<file path="config.mk">
export PLATFORM = sky130hd
export DESIGN_NAME = bcd_disp_scan
export DESIGN_NICKNAME = d
export VERILOG_FILES = /design/src/rtl/bcd_disp_scan.sv
export SDC_FILE = /design/constraint.sdc
export NUM_CORES = 1
export LEC_CHECK = 0
export ABC_CLOCK_PERIOD_IN_PS = 2500
export CAP_MARGIN = 25
export CORE_MARGIN = 5
export CORE_UTILIZATION = 52
export CTS_BUF_LIST = sky130_fd_sc_hd__clkbuf_4 sky130_fd_sc_hd__clkbuf_8
export DETAILED_ROUTE_END_ITERATION = 8
export PLACE_DENSITY = 0.9
export SETUP_SLACK_MARGIN = 0.2
export SKIP_LAST_GASP = 1
export SLEW_MARGIN = 10
export SYNTH_ARGS = -nofsm -noshare
export SYNTH_HDL_FRONTEND = slang
export SYNTH_SLANG_ARGS = --single-unit
</file>
<file path="constraint.sdc">
create_clock -name clk -period 2.5 [get_ports clk]
set_input_delay 0.625 -clock clk [delete_from_list [all_inputs] [get_ports clk]]
set_output_delay 0.625 -clock clk [all_outputs]
set_load 0.05 [all_outputs]
</file>
<file path="src/rtl/bcd_disp_scan.sv">
// Two-digit multiplexed 7-segment driver for packed BCD values.
// Accepted values wait in a one-entry buffer and are committed only at a frame boundary.
module bcd_disp_scan #(
    parameter int SCAN_DIV = 4,
    parameter bit BLANK_LZ = 1'b1
) (
    input  logic       clk,
    input  logic       rst,
    input  logic       in_valid,
    output logic       in_ready,
    input  logic [7:0] bcd_in,
    output logic [6:0] seg,
    output logic [1:0] an,
    output logic       err
);

    localparam int DIV_W = (SCAN_DIV > 1) ? $clog2(SCAN_DIV) : 1;
    localparam logic [DIV_W-1:0] DIV_MAX = DIV_W'(SCAN_DIV - 1);

    logic [DIV_W-1:0] div;
    logic             digit;
    logic [7:0]       disp;
    logic [7:0]       pend;
    logic             pend_valid;
    logic [3:0]       nib;

    function automatic logic [6:0] seg7(input logic [3:0] n);
        case (n)
            4'd0:    seg7 = 7'h3F;
            4'd1:    seg7 = 7'h06;
            4'd2:    seg7 = 7'h5B;
            4'd3:    seg7 = 7'h4F;
            4'd4:    seg7 = 7'h66;
            4'd5:    seg7 = 7'h6D;
            4'd6:    seg7 = 7'h7D;
            4'd7:    seg7 = 7'h07;
            4'd8:    seg7 = 7'h7F;
            4'd9:    seg7 = 7'h6F;
            default: seg7 = 7'h79;
        endcase
    endfunction

    assign in_ready = !pend_valid;

    always_ff @(posedge clk) begin
        if (rst) begin
            div        <= '0;
            digit      <= 1'b0;
            disp       <= 8'h00;
            pend       <= 8'h00;
            pend_valid <= 1'b0;
        end else begin
            if (div == DIV_MAX) begin
                div   <= '0;
                digit <= ~digit;
                // Frame boundary: swap in the pending value so a frame never mixes two values
                if (digit && pend_valid) begin
                    disp       <= pend;
                    pend_valid <= 1'b0;
                end
            end else begin
                div <= div + 1'b1;
            end
            if (in_valid && in_ready) begin
                pend       <= bcd_in;
                pend_valid <= 1'b1;
            end
        end
    end

    always_comb begin
        nib = digit ? disp[7:4] : disp[3:0];
        an  = digit ? 2'b10 : 2'b01;
        seg = seg7(nib);
        if (BLANK_LZ && digit && (disp[7:4] == 4'd0))
            seg = 7'h00;
    end

    assign err = (disp[7:4] > 4'd9) || (disp[3:0] > 4'd9);

endmodule

</file>
# Yosys cells after proc, flatten, opt, wreduce, memory -nomap -nowiden
# Memory sizes are Yosys's and may differ from the RTL's.
# Index checks and enable logic that the tools add are counted.
# totals
out_inout_bits,11
n_memories,1
mem_bits_ro,112
input_bits,11
mem_bits_rw,0
latch_bits,0
ff_bits,20
# op_classes
n_shift,0
n_reduce_logical,11
addsub,1
multipliers,0
bitwise_logic,1
div_mod_pow,0
n_mux,6
eq_ne,1
n_lt_le_gt_ge,2
# mem_list
name,depth,word_bits,rd,rd_clocked_by_memory_dff,wr,line,source
(name not given),16,7,1,0,0,28,case (n)
# op_table
op,count
4-bit greater-than comparator (second input constant),2
7-bit two-way mux,1
4-bit zero test,1
4-bit two-way mux,1
2-bit AND reduction,2
2-bit nonzero test,2
1-bit logical AND,3
1-bit two-way mux,3
2-bit by 1-bit adder with 2-bit output (second input constant),1
2-bit equality test (second input constant),1
2-bit two-way mux,1
2-bit OR reduction,1
1-bit zero test,1
1-bit logical OR,1
1-bit inverter,1

# Logic depth before layout (Yosys ltp)
# Gate-level depths: netlist of the first run.
# logic_depth
ltp_word,4
depth_mapped,7
mapped_depth_nobuf,6

# Least setup slack after synthesis of the first run
# OpenSTA, ideal clock, no wires.
# synth_timing
path_kind,reg2out
startpoint,register digit
endpoint,output seg[4]
stages_incl_launch_ff,6
path_buffers,1
path_slack_ps,-528
arrival_ps,2403
cell_sequence,dfxtp_1 -> buf_6 -> mux2i_1 -> inv_1 -> ha_1 -> a221oi_1
# synth_between
elab_chain_len,3
word_cells_on_any_way,4
# synth_rtl
item,line,source
start: declaration,21,logic digit;
start signal: assignment,55,digit <= ~digit;
4-bit two-way mux,72,nib = digit ? disp[7:4] : disp[3:0];
memory 16 x 7 bit,-,
7-bit two-way mux *,75,if (BLANK_LZ && digit && (disp[7:4] == 4'd0))
end: declaration,12,"output logic [6:0] seg,"
# Mark *: on every way between the ends. The rest lies on a longest branch, timed or not.

# Worst setup path in the final report of the first run
# layout_timing
startpoint,register digit
endpoint,output seg[5]
# The elaborated chain is that of the path after synthesis.

==> reports/results.tsv, run 1 <==
stage	metric	value	unit
status	outcome	complete, but fails checks	
status	failing checks	negative setup slack	
setup_path	launching point of the worst reg2reg path	div[0]	
die	initial core utilization	0.5345	
setup_path	worst r2r path cells	4	
place	dpl ws	0.06119	ns
die	IO Count	22	
die	core area	1922	µm²
setup_path	Critical Path Source	digit	
power_and_ir_drop	Static Leak	0.6482	nW
cts	H-tree depth	1	
global_route	total global-route track usage	0.2181	
routing	final wirelength	2.714	mm
global_route	initial antenna violation count	0	
cts	worst skew pair latency	0.30	ns
logic_synthesis	main combinational cell family by area after synthesis	multiplexers	
global_route	pin count of the biggest net entering global routing	21	
cts	Reg clk slew, reported paths	0.10	ns
timing	clk_skew	0.007200	ns
setup_path	Critical Path End Type	primary output	
logic_synthesis	Post-Synth XOR/XNOR Area	0.008526	
die	Die Y	54.45	µm
timing	Tcrit/Tclk final	1.013	
logic_synthesis	Adder-Cell Fraction of Synth Area	0.07308	
die	die area	2964	µm²
place	Port-buffer cells	21	
setup_path	CP Max Fanout	8	
cts	CTS Buffer Depth	2	
routing	WL/cell	15.42	µm
layout	fillers	114	
routing	DRC	0	
logic_synthesis	register area share after synthesis	0.3898	
timing	Hold Vio Cnt, Final	0	
setup_path	crit path capture	seg[5]	
timing	RSZ-0062 raised after global routing	yes	
routing	drt via density	5.290	
routing	initial drt markers	17	
die	Placement Rows	16	
logic_synthesis	Yosys Warn Count	0	
power_and_ir_drop	pwr/cell area	414.3	nW/µm²
logic_synthesis	Synth cell types	28	
logic_synthesis	Synthesized Nets	132	
timing	Setup TNS Final	-0.07004	ns
layout	layout cells sized above 1	0.3289	
setup_path	Worst EP arrival	1.91	ns
layout	Final #Nets	168	
logic_synthesis	Synth Cell Area	1027	µm²
logic_synthesis	cell count after synthesis	115	
power_and_ir_drop	VDD IR max	370.2	µV
global_route	first-pass GRT wire length	4.547	mm
routing	DR pass1 iterations	4	
global_route	vias in the first global route	1017	
setup_path	worst r2r dst	disp[2]	
job	Max-Cap Viols	0	
global_route	gr ovfl total	0	
timing	max_slew headroom	0.5742	
timing	Final setup viols	4	
die	chip width	54.45	µm
layout	Area Overhead vs Synth	53.96	%
logic_synthesis	mux share of post-synthesis cell area	0.1912	
logic_synthesis	#FFs+latches synth	20	
timing	Tmin final	2.533	ns
routing	vias	931	
cts	CTS tree	built	
hold_path	Hold Path Class	reg -> reg	
timing	fin worst setup slack	-0.03296	ns
timing	Slew Limit Fails	0	
timing	Max Fclk	394.8	MHz
setup_path	CP Class	reg -> out	
timing	Worst Tran Pin Value	0.6367	ns
power_and_ir_drop	Overall Power	0.0006552	W
logic_synthesis	syn_area_per_cell	8.932	µm²
place	DP HPWL	1.806	mm
setup_path	Startpoint Class	flip-flop	
cts	hold_buf cts	0	
routing	Routed Antenna Nets	0	
setup_path	Worst Path Required	1.88	ns
logic_synthesis	Synth Area in Compound Gates	0.09744	
place	Final Wtd Congestion	0.7923	
layout	most frequent cells in the layout	nand2_1, dfxtp_1, buf_4	
layout	ANT cells	0	
logic_synthesis	simple-gate portion of the synthesized area	0.1864	
cts	clk sinks	20	
cts	Root Buffer	clkbuf_4	
cts	total CTS buffers	3	
setup_path	R2R Setup Slk	1.17	ns
-- area by class of cell --
class | count | area [µm²] | area share
Clock buffer | 3 | 22.52 | 0.01424
Multi-Input combinational cell | 84 | 705.7 | 0.4462
Inverter | 5 | 18.77 | 0.01187
Sequential cell | 20 | 404.1 | 0.2555
Timing Repair Buffer | 37 | 396.6 | 0.2508
Tap cell | 27 | 33.78 | 0.02136
-- report_power, final --
group / internal (W) / total (W) / leakage [nW] / switching (W)
Clock: 0.0000562 / 0.000146 / 0.0138 / 0.0000898
Sequential: 0.000333 / 0.000345 / 0.164 / 0.0000125
Combinational: 0.0000813 / 0.000164 / 0.470 / 0.0000825
Total: 0.000470 / 0.000655 / 0.648 / 0.000185
-- registers in the layout (all words and copies together) (netlist names) --
name and flops:
pend 8, digit 1, div 2, pend_valid 1, disp 8
-- kinds of logic after synthesis --
logic type	count (synthesis)
buffers and inverters	11
and+or+nand+nor	43
muxes	16
adders and majority gates	6
DFF	20
AOI/OAI and AO/OA	18
xor gates and xnor gates	1
-- per-layer routing --
layer	vias to the layer above	GRT usage	wire length (µm)
met1	420	0.2040	1028
met3	15	0.05177	143
met5	-	0	0
met2	39	0.4104	1394
met4	0	0.1494	148
li1	457	-	-
-- worst min-delay path by stage --
stage / cells after the start / end / slack [ns] / start
global placement: 1 / div[0] / 0.41 / div[0]
finish: 1 / div[0] / 0.44 / div[0]
CTS: 1 / div[0] / 0.44 / div[0]
global route: 1 / div[0] / 0.46 / div[0]
floorplan: 1 / div[0] / 0.40 / div[0]
detailed placement: 1 / div[0] / 0.43 / div[0]
-- critical path, cell delays in order (launching register included) --
cell	delay, ns
dfxtp_4	0.44
mux2i_4	0.28
inv_2	0.08
ha_2	0.19
or2b_1	0.26
a31oi_4	0.19
buf_12	0.15
-- cells in the mapped netlist --
cell / count / area share
buf_2: 2 / 0.0097
xnor2_1: 1 / 0.0085
or2b_1: 1 / 0.0073
mux2i_4: 2 / 0.044
dfxtp_1: 20 / 0.39
mux2i_1: 11 / 0.11
nor3_1: 2 / 0.0097
mux2_2: 1 / 0.011
o21ai_0: 4 / 0.019
nor3b_1: 1 / 0.0073
a21oi_2: 1 / 0.0085
and3_2: 1 / 0.0073
nor2_1: 12 / 0.044
or4_1: 1 / 0.0073
ha_1: 6 / 0.073
buf_4: 1 / 0.0073
nand2_1: 20 / 0.073
clkbuf_1: 2 / 0.0073
a221oi_1: 1 / 0.0085
nor2b_1: 1 / 0.0061
a21oi_1: 10 / 0.049
mux2_4: 2 / 0.029
buf_6: 1 / 0.011
nand3_1: 1 / 0.0049
nand3b_1: 1 / 0.0073
inv_1: 5 / 0.018
nand2b_1: 2 / 0.012
a31oi_1: 2 / 0.012
-- per-stage QoR --
step / instances / instance area, µm² / utilization / hold slack [ns]
after floorplan: 115 / 1137 / - / 0.4043
after global placement: 161 / 1441 / 0.7500 / 0.4120
after detailed placement: 161 / 1441 / 0.7500 / 0.4278
after CTS: 176 / 1582 / 0.8229 / 0.4420
after global routing: 176 / 1582 / 0.8229 / 0.4591
final: 176 / 1582 / 0.8229 / 0.4391
-- what timing repair did --
item / CTS / global route
setup buffers: 12 / 0
endpoints found under the setup margin: 10 / 7
gates resized for setup: 12 / 0
pin swaps: 3 / 2
hold endpoints to repair: 0 / 0
Note: power is estimated with default switching activity, not from simulation.
==> run 2: changes to the inputs <==
--- a/config.mk
+++ b/config.mk
@@ -6,7 +6,6 @@
 export NUM_CORES = 1
 export LEC_CHECK = 0
 export ABC_CLOCK_PERIOD_IN_PS = 2500
-export CAP_MARGIN = 25
 export CORE_MARGIN = 5
 export CORE_UTILIZATION = 52
 export CTS_BUF_LIST = sky130_fd_sc_hd__clkbuf_4 sky130_fd_sc_hd__clkbuf_8
==> results of run 2 <==
Same layout as run 1: the final DEF is identical, and so are final timing and power.
==> patch (config.mk and constraints of run 1) <==
Make the reset (`rst`) asynchronous in one clocked block.
--- a/src/rtl/bcd_disp_scan.sv
+++ b/src/rtl/bcd_disp_scan.sv
@@ -42,7 +42,7 @@
 
     assign in_ready = !pend_valid;
 
-    always_ff @(posedge clk) begin
+    always_ff @(posedge clk or posedge rst) begin
         if (rst) begin
             div        <= '0;
             digit      <= 1'b0;
Behaviour: differs if rst is asserted again (counterexample within 4 cycles, from zero or initial values and one cycle with rst high); with rst held inactive, the same outputs for 10 cycles.
==> patch against run 1 <==
  * The flow still finishes with violations (negative setup slack)
  * Cell area rose by 3.9%
  * Worst hold slack improved by 0.036 ns
  * Die area grew 2.5%
  * Clock skew shrank 0.0027 ns
  * Register-to-register slack got worse by 0.18 ns
  * Synthesized area rose by 3.0%
  * Worst setup slack worse by 0.12 ns
  * Count of clock-buffer cells in the layout unchanged
  * Routed wire length decreased by 6.0%
  * Sequential cell count stayed put
  * Critical path depth shrank 1
Power is not compared: it rests on default switching activity, and its combinational part moved more than twofold at a synthesized area within 25%.
==> patch: results (changes against run 1) <==
metric;value;unit;change
status;finished with violations;;
violations;negative setup slack;;
crit_arrival;2.03;ns;+0.12 ns
grt_pass1_vias;859;;-16%
drive_gt1_share;54.2;%;+21 points
wl_met3;132;um;-7.7%
synth-async-reset-ratio;100;%;+100 points
wl;2550;um;-6.0%
post-place-cells;134;;-17%
fillerInstances;104;;-8.8%
place.gp.congestion;0.759;;-4.2%
finalSetupViolCount;7;;+3
worstSetupStartpoint;digit;;
synth_area_leaders;dfrtp_1, mux2_2, ha_1;;
wl_met2;1420;um;+2.0%
finalWorstSetupSlack;-0.157;ns;-0.124 ns
wl_per_cell;17.6;um;+14%
rr_worst_depth;3;;-1
synth_cell_types;23;;-18%
synth-xor-area-share;0.827;%;-0.025 points
cp_max_fo;4;;-4
grtUsageMet1;19.7;%;-0.75 points
postCtsSetupBuffers;6;;-6
grt_pass1_wl;3910;um;-14%
post_dp_cell_area;1480;um^2;+2.5%
timing.hold.ws;0.475;ns;+0.0361 ns
synth_top_flop_cell;dfrtp_1;;
grt_usage;19.0;%;-2.8 points
hpwl;1730;um;-4.4%
use_met3;4.83;%;-0.35 points
final_nets;136;;-19%
synth_compound_area_share;6.86;%;-2.9 points
clock-skew-final;0.00453;ns;-0.00267 ns
rr_startpoint;div[0];;
drt_iter0_drc;1;;-16
synth_area_per_cell;12.8;um^2;+43%
crit_path_end;seg[4];;
worst_slew_margin_rel;52.3;%;-5.1 points
holdPathEnd;div[0];;
worst_hold_startpoint;div[0];;
use_met2;35.4;%;-5.6 points
pre_cts_ws;0.0859;ns;+0.0247 ns
==> patch: cell count changes after synthesis, sizes merged, moves of 2 or more <==
cell,before,now
nor2,12,3
dfrtp,0,20
mux2,3,21
nor3,2,0
nand2b,2,0
a21oi,11,4
dfxtp,20,0
nand2,20,4
mux2i,13,3
==> patch: cell type report <==
class	instances	area, um^2	share of cell area, %
sequential	20	502	30.5
timing repair buffer	35	385	23.5
multi-input combinational	53	647	39.4
inverter	6	22.5	1.37
clock inverter	1	30.0	1.83
tap	27	33.8	2.06
clock buffer	3	22.5	1.37
==> patch: critical path: stages (launching register included) <==
cell      delay (ns)
dfrtp_2         0.48
mux2_4          0.35
ha_4            0.17
mux2_4          0.28
a221oi_4        0.27
buf_12          0.18
==> patch: power breakdown <==
| group | switching (mW) | internal, mW | leakage [nW] |
|---|---|---|---|
| registers | 0.0396 | 0.363 | 0.234 |
| clock network | 0.0995 | 0.162 | 0.0279 |
| logic | 0.280 | 0.280 | 0.447 |
